File: src/rtl/regfile_wr_arbiter.sv
// Round-robin arbiter for the single register-file write port (writeback vs. multdiv).
// Registered write outputs, a writes-to-r0 discard, and a saturating contention counter.
module regfile_wr_arbiter #(
  parameter int DATA_WIDTH = 32,
  parameter int ADDR_WIDTH = 5,
  parameter int CNT_WIDTH  = 8
) (
  input  logic                  clk,
  input  logic                  reset_n,
  input  logic                  req0_valid,
  input  logic [ADDR_WIDTH-1:0] req0_addr,
  input  logic [DATA_WIDTH-1:0] req0_data,
  output logic                  req0_ready,
  input  logic                  req1_valid,
  input  logic [ADDR_WIDTH-1:0] req1_addr,
  input  logic [DATA_WIDTH-1:0] req1_data,
  output logic                  req1_ready,
  output logic                  rf_we,
  output logic [ADDR_WIDTH-1:0] rf_waddr,
  output logic [DATA_WIDTH-1:0] rf_wdata,
  output logic                  last_grant,
  output logic [CNT_WIDTH-1:0]  contention_cnt,
  output logic                  pri_state
);

  typedef enum logic {
    PRI0 = 1'b0,
    PRI1 = 1'b1
  } pri_e;

  pri_e                  state_q, state_d;
  logic                  we_q, we_d;
  logic [ADDR_WIDTH-1:0] waddr_q, waddr_d;
  logic [DATA_WIDTH-1:0] wdata_q, wdata_d;
  logic                  last_q, last_d;
  logic [CNT_WIDTH-1:0]  cnt_q, cnt_d;

  logic                  grant0, grant1;
  logic [ADDR_WIDTH-1:0] win_addr;
  logic [DATA_WIDTH-1:0] win_data;

  // Handshake: a transfer on requester i happens in any cycle with reqi_valid && reqi_ready.
  // Ready is combinational from both valids and the priority state, never both high, and
  // forced low while reset_n is asserted. Requesters hold valid/addr/data until transfer.
  always_comb begin
    grant0 = 1'b0;
    grant1 = 1'b0;
    if (reset_n) begin
      grant0 = req0_valid && (!req1_valid || (state_q == PRI0));
      grant1 = req1_valid && (!req0_valid || (state_q == PRI1));
    end
  end

  assign req0_ready = grant0;
  assign req1_ready = grant1;
  assign win_addr   = grant1 ? req1_addr : req0_addr;
  assign win_data   = grant1 ? req1_data : req0_data;

  always_comb begin
    state_d = state_q;
    we_d    = 1'b0;
    waddr_d = waddr_q;
    wdata_d = wdata_q;
    last_d  = last_q;
    cnt_d   = cnt_q;

    if (grant0) begin
      state_d = PRI1;
      last_d  = 1'b0;
    end else if (grant1) begin
      state_d = PRI0;
      last_d  = 1'b1;
    end

    // A write to r0 completes the handshake but leaves the register file untouched.
    if ((grant0 || grant1) && (win_addr != '0)) begin
      we_d    = 1'b1;
      waddr_d = win_addr;
      wdata_d = win_data;
    end

    if (req0_valid && req1_valid && (cnt_q != {CNT_WIDTH{1'b1}})) begin
      cnt_d = cnt_q + CNT_WIDTH'(1);
    end
  end

  always_ff @(posedge clk or negedge reset_n) begin
    if (!reset_n) begin
      state_q <= PRI0;
      we_q    <= 1'b0;
      waddr_q <= '0;
      wdata_q <= '0;
      last_q  <= 1'b0;
      cnt_q   <= '0;
    end else begin
      state_q <= state_d;
      we_q    <= we_d;
      waddr_q <= waddr_d;
      wdata_q <= wdata_d;
      last_q  <= last_d;
      cnt_q   <= cnt_d;
    end
  end

  assign rf_we          = we_q;
  assign rf_waddr       = waddr_q;
  assign rf_wdata       = wdata_q;
  assign last_grant     = last_q;
  assign contention_cnt = cnt_q;
  assign pri_state      = state_q;

endmodule
File: config.mk
export PLATFORM = sky130hd
export DESIGN_NAME = regfile_wr_arbiter
export DESIGN_NICKNAME = d
export VERILOG_FILES = /design/src/rtl/regfile_wr_arbiter.sv
export SDC_FILE = /design/constraint.sdc
export NUM_CORES = 1
export LEC_CHECK = 0
export ABC_CLOCK_PERIOD_IN_PS = 2000
export CORE_UTILIZATION = 40
export DETAILED_ROUTE_END_ITERATION = 8
export PLACE_DENSITY = 0.8
export SETUP_SLACK_MARGIN = 0.5
export SYNTH_ARGS = -nofsm -noshare
export SYNTH_HDL_FRONTEND = slang
export SYNTH_SLANG_ARGS = --single-unit
File: constraint.sdc
create_clock -name clk -period 2 [get_ports clk]
set_input_delay 0.3 -clock clk [delete_from_list [all_inputs] [get_ports clk]]
set_output_delay 0.3 -clock clk [all_outputs]
set_load 0.05 [all_outputs]
After elaboration in Yosys (flattened, before gate mapping)
Cells that the tools add are included.
{"block": "classes", "magnitude_cmp": 0, "reduce_logical": 12, "shifts": 0, "addsub": 1, "div": 0, "bitwise": 1, "mul": 0, "eq_ne": 1, "mux": 9}
{"operator": "32-bit two-way mux", "count": 1}
{"operator": "8-bit by 1-bit adder with 8-bit output, second input constant", "count": 1}
{"operator": "8-bit inequality test, second input constant", "count": 1}
{"operator": "1-bit two-way mux", "count": 7}
{"operator": "1-bit logical AND", "count": 5}
{"operator": "5-bit two-way mux", "count": 1}
{"operator": "5-bit nonzero test", "count": 1}
{"operator": "1-bit logical OR", "count": 3}
{"operator": "1-bit logical NOT", "count": 2}
{"operator": "2-bit nonzero test", "count": 1}
{"operator": "1-bit inverter", "count": 1}
{"block": "totals", "out_inout_bits": 50, "elab_cells": 30, "romBits": 0, "ramBits": 0, "latch_bits": 0, "inputBits": 78, "memories": 0, "ff_bits": 48}

Logic depth before layout (Yosys ltp)
Gate-level depths: netlist of the first run.
{"block": "logic_depth", "ltp_word": 8, "mapped_depth": 6, "ltp_nobuf": 5}

Worst setup path after synthesis of the first run
OpenSTA, ideal clock, no wires.
{"block": "synth_timing", "path_type": "reg-to-reg", "from": "reg state_q, in the netlist pri_state", "to": "reg wdata_q[1], in the netlist rf_wdata[1]", "setup_time_ns": 0.125, "stages_incl_launch_ff": 6, "arrival_ns": 1.903, "required_time_ns": 1.875, "period_less_slack_ns": 2.028, "path_buffers": 1, "setup_slack_ns": -0.028, "path_cell_list": "dfrtp_1 -> nand2b_1 -> nand3_2 -> clkbuf_1 -> mux2_2 -> mux2_4"}
{"block": "synth_via", "elab_chain_len": 6, "elab_cells_between_ends": 12, "cone_classes": "mux (4); bitwise (1); reduce/logical (7)"}
{"element": "from (decl)", "line_no": "31", "text": "pri_e state_q, state_d;"}
{"element": "from (signal assigned)", "line_no": "96", "text": "state_q <= state_d;"}
{"element": "1-bit logical OR / 1-bit inverter (equally long branches)", "line_no": "50, 49"}
{"element": "1-bit logical AND / 1-bit logical OR (equally long branches)", "line_no": "50, 49"}
{"element": "1-bit two-way mux / 1-bit logical AND (equally long branches)", "line_no": "48, 49"}
{"element": "5-bit two-way mux / 1-bit two-way mux (equally long branches)", "line_no": "56, 48"}
{"element": "5-bit nonzero test / 1-bit logical OR (equally long branches)", "line_no": "76", "text": "if ((grant0 || grant1) && (win_addr != '0)) begin"}
{"element": "1-bit logical AND", "line_no": "76"}
{"element": "to (signal assigned)", "line_no": "99", "text": "wdata_q <= wdata_d;"}
{"element": "to (decl)", "line_no": "34", "text": "logic [DATA_WIDTH-1:0] wdata_q, wdata_d;"}
Parallel ways exist; a longest one is shown, timed or not.
A chain may end at the register's enable or synchronous reset.

Worst setup path after layout of the first run
{"block": "layout_timing", "from": "reg state_q, in the netlist pri_state", "to": "reg wdata_q[9], in the netlist rf_wdata[9]"}
Same word-level chain as after synthesis.

==> flow_summary.json, run 1 <==
{
  "r2r-start": "pri_state",
  "status": "complete, no violations",
  "r2r_cells": 7,
  "yosysWarningCount": 0,
  "irDropWorstVdd_mv": 0.772,
  "endpoint_kind": "register",
  "fmax_mhz": 581,
  "synth_seq_cells": 48,
  "grt_overflow": 0,
  "yosysSeqAreaShare": 0.470,
  "synth_common_cells": "48 x dfrtp_1, 35 x mux2_2, 28 x mux2_4, 6 x nor4_1",
  "yosys-top-cells-area": "dfrtp_1 47%, mux2_4 16%, mux2_2 15%",
  "cp_max_fo": 8,
  "final_max_slew_viol_count": 0,
  "dpl.hpwl_um": 4970,
  "grt_pass1_wl_um": 11700,
  "portBuffers": 127,
  "antenna_found_initial": 0,
  "p_sw_mw": 1.72,
  "rows": 28,
  "cp-start-kind": "register",
  "grt_pass1_vias": 2348,
  "max-cap-violations": 0,
  "endpoint": "rf_wdata[9]",
  "r2r_slack_ps": 280,
  "clk_pin_slew_ps": 90,
  "die_h_um": 81.9,
  "synth_cell_type_count": 38,
  "die_w_um": 81.9,
  "final_util": 0.774,
  "drc": 0,
  "avgViaCountPerCell": 5.04,
  "grt_use_total": 0.234,
  "root_buffer": "clkbuf_8",
  "slew_headroom": 0.654,
  "finalPower_mw": 4.19,
  "grt_start_max_net_pins": 34,
  "combPwrFrac": 0.500,
  "synth_edf_count": 0,
  "slowest_delay_ps": 430,
  "cp.depth": 7,
  "wl_um": 7790,
  "cts_buffers": 5,
  "cts.htree.levels": 2,
  "crit_chain": "nand2b_4 -> nand3_4 -> buf_12 -> buf_12 -> buf_16 -> mux2_4 -> mux2_4",
  "syn_nets": 264,
  "syn_area_per_cell_um2": 13.8,
  "r2r_end": "rf_wdata[9]",
  "post_dp_cell_area_um2": 4180,
  "coreArea_um2": 6030,
  "critPathBufInv": 3,
  "clock_path_buffers": 2,
  "groute.layer.met3.usage": 0.0411,
  "grt_setup_unrepaired": "yes",
  "globalplace.congestion": 0.835,
  "placed_cells": 407,
  "cts.sinks": 48,
  "multi_input_area_um2": 1450,
  "async_reset_ff_frac": 1.00,
  "grt-busiest-layer": "met2",
  "leakagePower_nw": 2.22,
  "cp.required_ps": 2180,
  "finalInstanceArea_um2": 4660,
  "fin_crit_ps": 1720,
  "whs_ps": 70.0,
  "synth_top_area_share": 0.470,
  "seq_area_um2": 1210,
  "p_seq_frac": 0.329,
  "ant_nets": 0,
  "timing.final.ws_setup_ps": 279,
  "antennaDiodeCount": 0,
  "die_area_um2": 6710,
  "dr.pass1.iters": 4,
  "finClkSkew_ps": 13.1,
  "layout-drive-gt1-share": 0.510,
  "grt_use_met2": 0.422,
  "crit_type": "register to register",
  "hold_violations": 0,
  "cp.arrival_ps": 1900,
  "final.fill_count": 410,
  "slowest_stage": "dfrtp_2",
  "fin_setup_tns_ps": 0,
  "synth_flop_cell": "dfrtp_1",
  "syn_area_um2": 2550,
  "internal-power_mw": 2.47,
  "grt_use_met1": 0.292,
  "synth.most_common_cell": "dfrtp_1",
  "yosysTopAreaCell": "dfrtp_1",
  "setup_violations": 0,
  "swShare": 0.410,
  "wl_per_cell_um": 18.0,
  "worst_pin_slew_ps": 522,
  "vias": 2186,
  "fin_cells": 434,
  "critical-path-top-delay-family": "multiplexers",
  "place_ws_ps": -109,
  "io-pin-count": 128,
  "power_density_nw_per_um2": 898,
  "fin_nets": 437,
  "first_iter_violations": 94,
  "clkLatencyLatePin_ps": 300,
  "tritoncts": "done",
  "synthToLayoutAreaGrowth_pct": 82.7,
  "pwr-share-clk": 0.171,
  "period_share": 0.861,
  "crit_start": "pri_state",
  "initial_utilization": 0.424,
  "hp-class": "input port to asynchronous set/reset pin",
  "synthCells": 185
}
==> layout by cell type, fill, tap and decap left out, types with 2 or more instances in the layout <==
master / synthesis / routed
a211oi_2: 0 / 2
a311oi_1: 2 / 2
buf_12: 0 / 8
buf_16: 0 / 6
buf_2: 4 / 5
buf_4: 0 / 27
buf_6: 3 / 7
buf_8: 0 / 2
clkbuf_2: 0 / 23
clkbuf_8: 0 / 5
clkdlybuf4s15_1: 0 / 15
clkdlybuf4s15_2: 0 / 11
clkdlybuf4s50_1: 0 / 68
dfrtp_1: 48 / 40
dfrtp_2: 0 / 8
dlygate4sd2_1: 0 / 3
inv_1: 5 / 5
mux2_2: 35 / 5
mux2_4: 28 / 60
mux2i_1: 5 / 5
nand2_1: 3 / 3
nand4_1: 3 / 3
nor2_1: 2 / 2
nor3_4: 0 / 2
nor4_1: 6 / 6
o22ai_1: 4 / 4
or3_4: 2 / 2
xnor2_1: 4 / 4
xor2_1: 3 / 3
==> area by class of cell <==
type,instances,share of cell area
clock inverters,3,0.00992
inverters,6,0.00536
multi-input cells,121,0.311
flip-flops and latches,48,0.260
repair buffers,176,0.379
clock buffers,5,0.0148
well taps,75,0.0201
==> power groups by stage <==
| stage | Combinational, mW | Clock [mW] | Sequential, mW |
|---|---|---|---|
| after floorplan | 0.515 | 0 | 2.12 |
| after global placement | 1.99 | 0 | 1.39 |
| after detailed placement | 2.03 | 0 | 1.39 |
| after CTS | 2.12 | 0.729 | 1.37 |
| after global routing | 2.18 | 0.773 | 1.41 |
| final | 2.10 | 0.716 | 1.38 |
==> sequential cells by signal, summed over array words and instances, names as in the netlist <==
signal / cells
rf_wdata: 32
contention_cnt: 8
rf_we: 1
pri_state: 1
last_grant: 1
rf_waddr: 5
==> cell families (layout without fill, tap and decap cells) <==
kind of cell / Yosys count / count (layout) / share of synthesized area
fa+ha+maj: 1 / 1 / 0.00490
simple gates: 24 / 24 / 0.0627
buf+inv: 16 / 190 / 0.0343
compound gates: 19 / 19 / 0.0563
flops: 48 / 48 / 0.470
xor+xnor: 7 / 7 / 0.0240
mux: 70 / 70 / 0.347
==> what timing repair did <==
action,4_1_cts,5_1_grt
setup buffers,10,2
hold buffers,1,0
gates cloned,6,0
endpoints found under the hold margin,4,0
gates resized for setup,157,48
setup endpoints to repair,87,74
pin swaps,9,2
==> layer usage <==
metal  up-vias  part of all wire
met3         6             0.061
met5         -                 0
met1      1056              0.43
met4         0            0.0090
li1       1035                 -
met2        89              0.50
==> how the worst min path moves through the flow <==
stage | slack (ps) | to | cells after the start
floorplan | 4 | contention_cnt[0] | 0
global placement | 170 | rf_waddr[2] | 1
detailed placement | 170 | rf_waddr[2] | 1
CTS | 60 | rf_waddr[3] | 2
global route | 80 | rf_wdata[10] | 2
finish | 70 | rf_waddr[0] | 2
(Power assumes the default switching activity.)
==> run 2, diff against run 1 <==
PLACE_DENSITY = 0.77   (was 0.8)
==> run 2 against run 1 <==
Net effect: sequential power is essentially flat; sequential cell count is the same; via count shrank 1.1%; clock power shrank 18%; sequential share of layout area is essentially flat; register-to-register slack lost 20 ps; worst hold slack lost 33 ps; worst setup slack lost 24 ps; power shrank 3.5%; cell count shrank 0.23%; routed wire length shrank 6.9%; clock skew shrank 6.2 ps; largest power group unchanged; highest routed layer unchanged.
==> flow_summary.json, run 2 (synthesis gave the netlist of run 1 again) <==
{
  "status": "complete, no violations",
  "period_share": 0.873,
  "hold_violations": 0,
  "rows": 28,
  "slowest_stage": "dfrtp_2",
  "fin_crit_ps": 1750,
  "r2r_slack_ps": 250,
  "hp-class": "input port to asynchronous set/reset pin",
  "leakagePower_nw": 2.21,
  "layout-drive-gt1-share": 0.508,
  "coreArea_um2": 6030,
  "cp-start-kind": "register",
  "wl_per_cell_um": 16.8,
  "final_cell_mix": "68 x clkdlybuf4s50_1, 59 x mux2_4, 40 x dfrtp_1",
  "r2r-start": "pri_state",
  "irDropWorstVdd_mv": 0.710,
  "setup_violations": 0,
  "dpl.hpwl_um": 4820,
  "worst_pin_slew_ps": 522,
  "die_area_um2": 6710,
  "cts.htree.levels": 2,
  "antenna_found_initial": 0,
  "io-pin-count": 128,
  "finalPower_mw": 4.04,
  "cp.depth": 7,
  "slowest_delay_ps": 420,
  "critPathBufInv": 3,
  "timing.final.ws_setup_ps": 255,
  "grt_overflow": 0,
  "tritoncts": "done",
  "antennaDiodeCount": 0,
  "cp.arrival_ps": 1920,
  "ant_nets": 0,
  "grt_pass1_wl_um": 11000,
  "final_max_slew_viol_count": 0,
  "endpoint": "rf_wdata[24]",
  "cts_buffers": 5,
  "initial_utilization": 0.424,
  "grt_use_total": 0.219,
  "first_iter_violations": 30,
  "dr.pass1.iters": 4,
  "grt_pass1_vias": 2232,
  "cp_max_fo": 8,
  "r2r_end": "rf_wdata[24]",
  "die_w_um": 81.9,
  "die_h_um": 81.9,
  "grt_start_max_net_pins": 38,
  "final_common_cell": "clkdlybuf4s50_1",
  "cts.sinks": 48,
  "max-cap-violations": 0,
  "clk_pin_slew_ps": 90,
  "avgViaCountPerCell": 5.00,
  "drc": 0,
  "slew_headroom": 0.653,
  "crit_chain": "nand2b_4 -> nand3_4 -> buf_12 -> buf_12 -> buf_16 -> mux2_4 -> mux2_4",
  "synthToLayoutAreaGrowth_pct": 82.5,
  "finClkSkew_ps": 6.86,
  "cp.required_ps": 2180,
  "r2r_cells": 7,
  "place_ws_ps": -113,
  "wl_um": 7250,
  "largest_reg_flops": 32,
  "fin_nets": 436,
  "fmax_mhz": 573,
  "crit_type": "register to register",
  "clock_path_buffers": 2,
  "clkLatencyLatePin_ps": 290,
  "globalplace.congestion": 0.825,
  "crit_start": "pri_state",
  "critical-path-top-delay-family": "multiplexers",
  "power_density_nw_per_um2": 868,
  "endpoint_kind": "register",
  "root_buffer": "clkbuf_8",
  "portBuffers": 127,
  "grt_setup_unrepaired": "yes",
  "vias": 2163
}
## run 2: power by group
part / leakage [nW] / internal [mW] / switching, mW
clock network: 0.0445 / 0.281 / 0.309
logic: 1.60 / 0.900 / 1.18
registers: 0.563 / 1.19 / 0.183
total: 2.21 / 2.37 / 1.67
## run 2: worst min-delay path by stage
stage | start | end | slack (ps) | cells past startpoint
global route | reset_n | rf_waddr[4] | 30 | 2
floorplan | reset_n | contention_cnt[0] | 4 | 0
finish | reset_n | rf_waddr[1] | 40 | 2
global placement | reset_n | rf_waddr[1] | 330 | 2
detailed placement | reset_n | rf_waddr[1] | 340 | 2
CTS | reset_n | last_grant | 20 | 2
## run 2: metal layers
layer,track usage,vias up,part of all wire
li1,-,1029,-
met1,0.271,1055,0.42
met5,0,-,0
met2,0.391,75,0.51
met4,0.0474,0,0.0043
met3,0.0433,4,0.063
## run 2: final cells by class
class / count / area (um2)
tap: 75 / 93.8
multi-input combinational: 121 / 1470
clock buffer: 7 / 86.3
fill: 412 / 1370
timing repair buffer: 175 / 1760
inverter: 6 / 27.5
sequential: 48 / 1210
clock inverter: 1 / 7.51
## run 2: what timing repair did
action                                  in CTS  in global routing
hold endpoints to repair                     0                  0
endpoints found under the setup margin      89                 75
buffers inserted                             7                  4
gates cloned                                 5                  1
gates resized for setup                    142                 59
pin swaps                                    8                  5
hold buffers                                 0                  0
## run 2: metrics by stage
| stage | utilization | cell area [um2] | setup TNS, ps | hold WS, ps | cells |
|---|---|---|---|---|---|
| CTS | 0.771 | 4640 | 0 | 15.3 | 428 |
| finish | 0.773 | 4660 | 0 | 36.6 | 433 |
| detailed placement | 0.694 | 4180 | -3320 | 342 | 408 |
| global placement | 0.694 | 4180 | -2210 | 334 | 408 |
| floorplan | - | 2620 | 0 | 4.41 | 185 |
| global route | 0.773 | 4660 | 0 | 27.1 | 433 |
## run 2: worst reg2reg max path, cell delays in order, from the launching register on
cell and delay (ps):
dfrtp_2 420, nand2b_4 150, nand3_4 120, buf_12 140, buf_12 100, buf_16 130
mux2_4 300, mux2_4 260
==> run 3, diff against run 2 <==
SLEW_MARGIN = 30   (was default)
==> results of run 3 <==
Same layout as run 2: the final DEF is identical, and so are final timing and power.
==> variant 1 (flow settings as in run 3) <==
Set the parameter `ADDR_WIDTH` to 4 (it was 5).
--- a/src/rtl/regfile_wr_arbiter.sv
+++ b/src/rtl/regfile_wr_arbiter.sv
@@ -4,3 +4,3 @@
   parameter int DATA_WIDTH = 32,
-  parameter int ADDR_WIDTH = 5,
+  parameter int ADDR_WIDTH = 4,
   parameter int CNT_WIDTH  = 8
Ports: changed (resized req0_addr, req1_addr and rf_waddr); port bits go from 128 to 125. No check against the original RTL was run, so the function may have changed too.
==> variant 1 against run 3 <==
- routed wire length decreased by 4.3%
- sequential cell count decreased by 1
- synthesized area decreased by 5.0%
- critical path depth increased by 1
- sequential share of layout area increased by 1.0 points
- total power decreased by 5.0%
- setup slack got worse by 130 ps
- final area decreased by 5.8%
==> variant 1: results (changes against run 3) <==
metric	value	unit	change
average wire per standard cell	17.1	um	+1.8%
YS warnings	0		unchanged
highest ir drop seen on vdd	0.000825	V	+16%
Largest register FFs	32		unchanged
switching share of power	41.0	%	-0.34 points
number of H-tree levels	2		unchanged
largest buffer count on any clock path	2		unchanged
asr flop ratio synth	100	%	unchanged
final net count	409		-6.2%
Syn Inst Count	168		-9.2%
post-DP HPWL	4370	um	-9.5%
M1 GR Usage	25.4	%	-1.7 points
worst-path fanout max	4		-4
Post-DP Area	3920	sq um	-6.4%
drt total wl	6940	um	-4.3%
clk_skew	6.56	ps	-0.297 ps
dominant cells by area after synthesis	dfrtp_1, mux2_2, mux2_4		
initial DRC count	38		+27%
port buffer count	124		-2.4%
Netlist cell types	29		-24%
Pleak	1.99	nW	-9.8%
fill cell count	407		-1.2%
Placer Congestion	0.683		-17%
via count	2032		-6.1%
met2 routed wirelength	3500	um	-5.3%
GR Layer Usage met3	6.06	%	+1.7 points
share of post-route cells with drive strength above 1	52.1	%	+1.3 points
synth cell count leaders	dfrtp_1, mux2_2, mux2_4		
antenna violations before repair	0		unchanged
Tot GR Track Use	20.4	%	-1.5 points
top layer in use	met4		
WP data arrival	2060	ps	+140 ps
clock-pin slew on the worst setup and hold paths	80	ps	
status	finished clean		
pre-CTS setup slack	-275	ps	-162 ps
Min-Delay Path Class	in2async		
M2 GR Usage	34.6	%	-4.5 points
routed wl met3	476	um	+4.8%
CTS Buf Count	5		unchanged
placed instance count	372		-8.8%
Metal-1 WL	2880	um	-6.1%
post-synthesis net count	245		-7.2%
latest clock arrival within the worst-skew pair	300	ps	
post-synthesis sequential area ratio	48.5	%	+1.4 points
pin count of the biggest net entering global routing	29		-24%
first-pass GRT wire length	9940	um	-9.7%
ant diodes	0		unchanged
First-pass DRT Iterations	6		+2
Slew @ Worst Pin	508	ps	-14.1 ps
vias in the first global route	2069		-7.3%
Root Driver	clkbuf_8		
-- variant 1: cell count changes in the layout (fill, tap and decap cells not counted), sizes merged, moves of 5 or more --
cell,delta
nand2,+5
o22ai,-5
mux2,+6
buf,-8
mux2i,-5
nor4,-5
-- variant 1: logic make-up (layout without fill, tap and decap cells) --
| family | after synthesis | in the layout | synth area share (%) |
|---|---|---|---|
| adders and majority gates | 1 | 1 | 0.516 |
| xor gates and xnor gates | 5 | 5 | 1.80 |
| buffers and inverters | 10 | 174 | 2.63 |
| and+or+nand+nor | 24 | 24 | 5.93 |
| AOI/OAI and AO/OA | 10 | 10 | 3.51 |
| muxes | 71 | 71 | 37.1 |
| DFF | 47 | 47 | 48.5 |
-- variant 1: per-stage QoR --
stage	total power [mW]	setup TNS, ps
2_1_floorplan	2.48	0
3_5_place_dp	3.19	-8030
4_1_cts	3.75	0
3_3_place_gp	3.16	-6370
5_1_grt	4.01	0
6_report	3.84	0
-- variant 1: worst paths after layout --
check | from | to | slack [ps] | cells past startpoint
worst max-delay path | pri_state | rf_wdata[25] | 130 | 8
worst min-delay path | reset_n | rf_waddr[3] | 90 | 2
min in group clk | req1_addr[1] | rf_waddr[1] | 380 | 3
max in group asynchronous | reset_n | last_grant | 1410 | 2
worst max register to register | pri_state | rf_wdata[25] | 130 | 8
worst min register to register | contention_cnt[4] | contention_cnt[4] | 490 | 1
-- variant 1: repair_timing --
action,4_1_cts,5_1_grt
endpoints found under the hold margin,2,0
setup buffers,15,6
pin swaps,8,6
gates resized for setup,107,79
endpoints found under the setup margin,89,83
cloned,2,4
hold buffers,1,0
-- variant 1: cell type report --
class	instances	area, sq um	share of cell area (%)
clock buffers	7	76.3	1.74
repair buffers	163	1670	38.1
well taps	75	93.8	2.14
inverters	4	15.0	0.342
multi-input cells	111	1350	30.7
flip-flops and latches	47	1180	27.0
-- variant 1: worst max-delay path, stage by stage (launching register included) --
cell	delay, ps
dfrtp_2	450
or2b_4	280
nand3_4	130
a211oi_4	80
buf_12	140
buf_12	120
buf_12	120
clkbuf_16	150
mux2_4	300
-- variant 1: power groups by stage --
| stage | Clock (mW) | Sequential (mW) | Combinational [mW] |
|---|---|---|---|
| 2_1_floorplan | 0 | 2.03 | 0.454 |
| 3_3_place_gp | 0 | 1.35 | 1.81 |
| 3_5_place_dp | 0 | 1.35 | 1.84 |
| 4_1_cts | 0.551 | 1.32 | 1.88 |
| 5_1_grt | 0.595 | 1.36 | 2.06 |
| 6_report | 0.536 | 1.33 | 1.98 |
==> variant 2 (flow settings as in run 3) <==
Made on the original files. Take the reset off `wdata_q` and load it in a clocked block of its own.
--- a/src/rtl/regfile_wr_arbiter.sv
+++ b/src/rtl/regfile_wr_arbiter.sv
@@ -91,3 +91,2 @@
       waddr_q <= '0;
-      wdata_q <= '0;
       last_q  <= 1'b0;
@@ -98,3 +97,2 @@
       waddr_q <= waddr_d;
-      wdata_q <= wdata_d;
       last_q  <= last_d;
@@ -102,2 +100,6 @@
     end
+  end
+
+  always_ff @(posedge clk) begin
+    wdata_q <= wdata_d;
   end
Behaviour: differs if reset_n is asserted again (counterexample within 4 cycles, from zero or initial values and one cycle with reset_n low); with reset_n held inactive, the same outputs for 10 cycles.
==> variant 2 against run 3 <==
- critical path type unchanged
- via count decreased by 5.8%
- sequential share of layout area increased by 4.9 points
- synthesized cell count decreased by 13%
- total power decreased by 19%
- setup slack improved by 36 ps
- routed wire length decreased by 4.7%
- final area decreased by 4.7%
- synthesized area decreased by 5.6%
- non-clock buffer count decreased by 2
- sequential cell count unchanged
- final cell count decreased by 6.0%
- first-iteration DRC count increased to 3.6 times the old value
==> variant 2: results (changes against run 3) <==
metric	value	unit	change
status	finished clean		
GR Layer Usage met3	6.97	%	+2.6 points
M1 GR Usage	23.7	%	-3.5 points
met2 routed wirelength	3500	um	-5.5%
via/cell ratio	5.00		+0.19%
ant diodes	0		unchanged
First-pass DRT Iterations	5		+1
CTS Buf Count	5		unchanged
hold path depth	1		
final net count	413		-5.3%
Post-synth EDFFs	32		+32
asr flop ratio synth	33.3	%	-67 points
initial DRC count	109		+260%
latest clock arrival within the worst-skew pair	290	ps	about the same
share of post-route cells with drive strength above 1	36.1	%	-15 points
highest ir drop seen on vdd	0.000804	V	+13%
area growth from synthesis to layout	84.3	%	
Max stage delay on crit path	440	ps	+20 ps
worst-path fanout max	6		-2
clk_skew	3.60	ps	-3.26 ps
post-DP HPWL	4790	um	-0.63%
Min-Delay Path Class	reg2reg		
WP data arrival	1780	ps	-140 ps
pin count of the biggest net entering global routing	17		-55%
r2r worst-path depth	8		+1
routed wl met3	711	um	+57%
combinational power	1.39	mW	-33%
clock-pin slew on the worst setup and hold paths	80	ps	
M2 GR Usage	38.0	%	-1.1 points
CP max-delay cell	dfrtp_2		
antenna violations before repair	0		unchanged
Clk. pwr	0.539	mW	-8.6%
first-pass GRT wire length	10100	um	-8.2%
Netlist cell types	34		-11%
delay-heaviest family, CP	buffers and inverters		
number of H-tree levels	2		unchanged
dominant cells by area after synthesis	edfxtp_1, mux2_4, dfrtp_1		
Pleak	1.88	nW	-15%
vias in the first global route	1989		-11%
synth cell count leaders	edfxtp_1, mux2_4, dfrtp_1		
post-synthesis sequential area ratio	56.5	%	+9.4 points
Placer Congestion	0.801		-3.0%
largest buffer count on any clock path	2		unchanged
sw power	1.17	mW	-30%
Die Wd	79.6	um	-2.8%
Root Driver	clkbuf_8		
drt total wl	6910	um	-4.7%
Largest register FFs	32		unchanged
top layer in use	met4		
Metal-1 WL	2570	um	-16%
Tot GR Track Use	21.4	%	-0.49 points
YS warnings	0		unchanged
post-synthesis net count	240		-9.1%
port buffer count	127		unchanged
Max-Slew Margin vs Limit	65.4	%	+0.12 points
## variant 2: final timing paths
kind | start | slack (ps) | to
setup / recovery | pri_state | 290 | rf_wdata[22]
hold / removal | contention_cnt[6] | 490 | contention_cnt[6]
setup reg to reg | pri_state | 290 | rf_wdata[22]
hold reg to reg | contention_cnt[6] | 490 | contention_cnt[6]
max in group asynchronous | reset_n | 930 | contention_cnt[4]
min in group asynchronous | reset_n | 520 | rf_waddr[1]
## variant 2: area by class of cell
class                           count  area [sq um]
Sequential cell                    48          1370
Inverter                            2          7.51
Timing Repair Buffer              173          1830
Clock buffer                        7          76.3
Fill cell                         342          1200
Multi-Input combinational cell    104          1060
Clock inverter                      1          5.00
Tap cell                           72          90.1
## variant 2: timing repair
action,CTS,global route
endpoints found under the setup margin,120,84
buffers inserted,14,5
hold buffers,0,3
hold endpoints to repair,0,12
pin swaps,2,4
cloned,5,0
gates resized for setup,98,25
## variant 2: per-stage QoR
| stage | worst slack, ps | area, sq um | std cells | hold WS [ps] | power [mW] |
|---|---|---|---|---|---|
| 3_5_place_dp | -72.5 | 3970 | 372 | 478 | 2.66 |
| 3_3_place_gp | -32.8 | 3970 | 372 | 474 | 2.64 |
| 4_1_cts | 305 | 4370 | 399 | 151 | 3.25 |
| 2_1_floorplan | -162 | 2480 | 161 | 4.41 | 2.13 |
| 6_report | 291 | 4440 | 407 | 488 | 3.26 |
| 5_1_grt | 244 | 4440 | 407 | 506 | 3.40 |
## variant 2: cell families (layout without fill, tap and decap cells)
logic type                 count (synthesis)  after routing  share of synthesized area (%)
AOI/OAI and AO/OA                         24             24                           8.04
xor gates and xnor gates                   7              7                           2.54
adders and majority gates                  1              1                          0.519
buffers and inverters                      9            183                           3.32
DFF                                       48             48                           56.5
muxes                                     34             34                           20.0
and+or+nand+nor                           38             38                           9.08
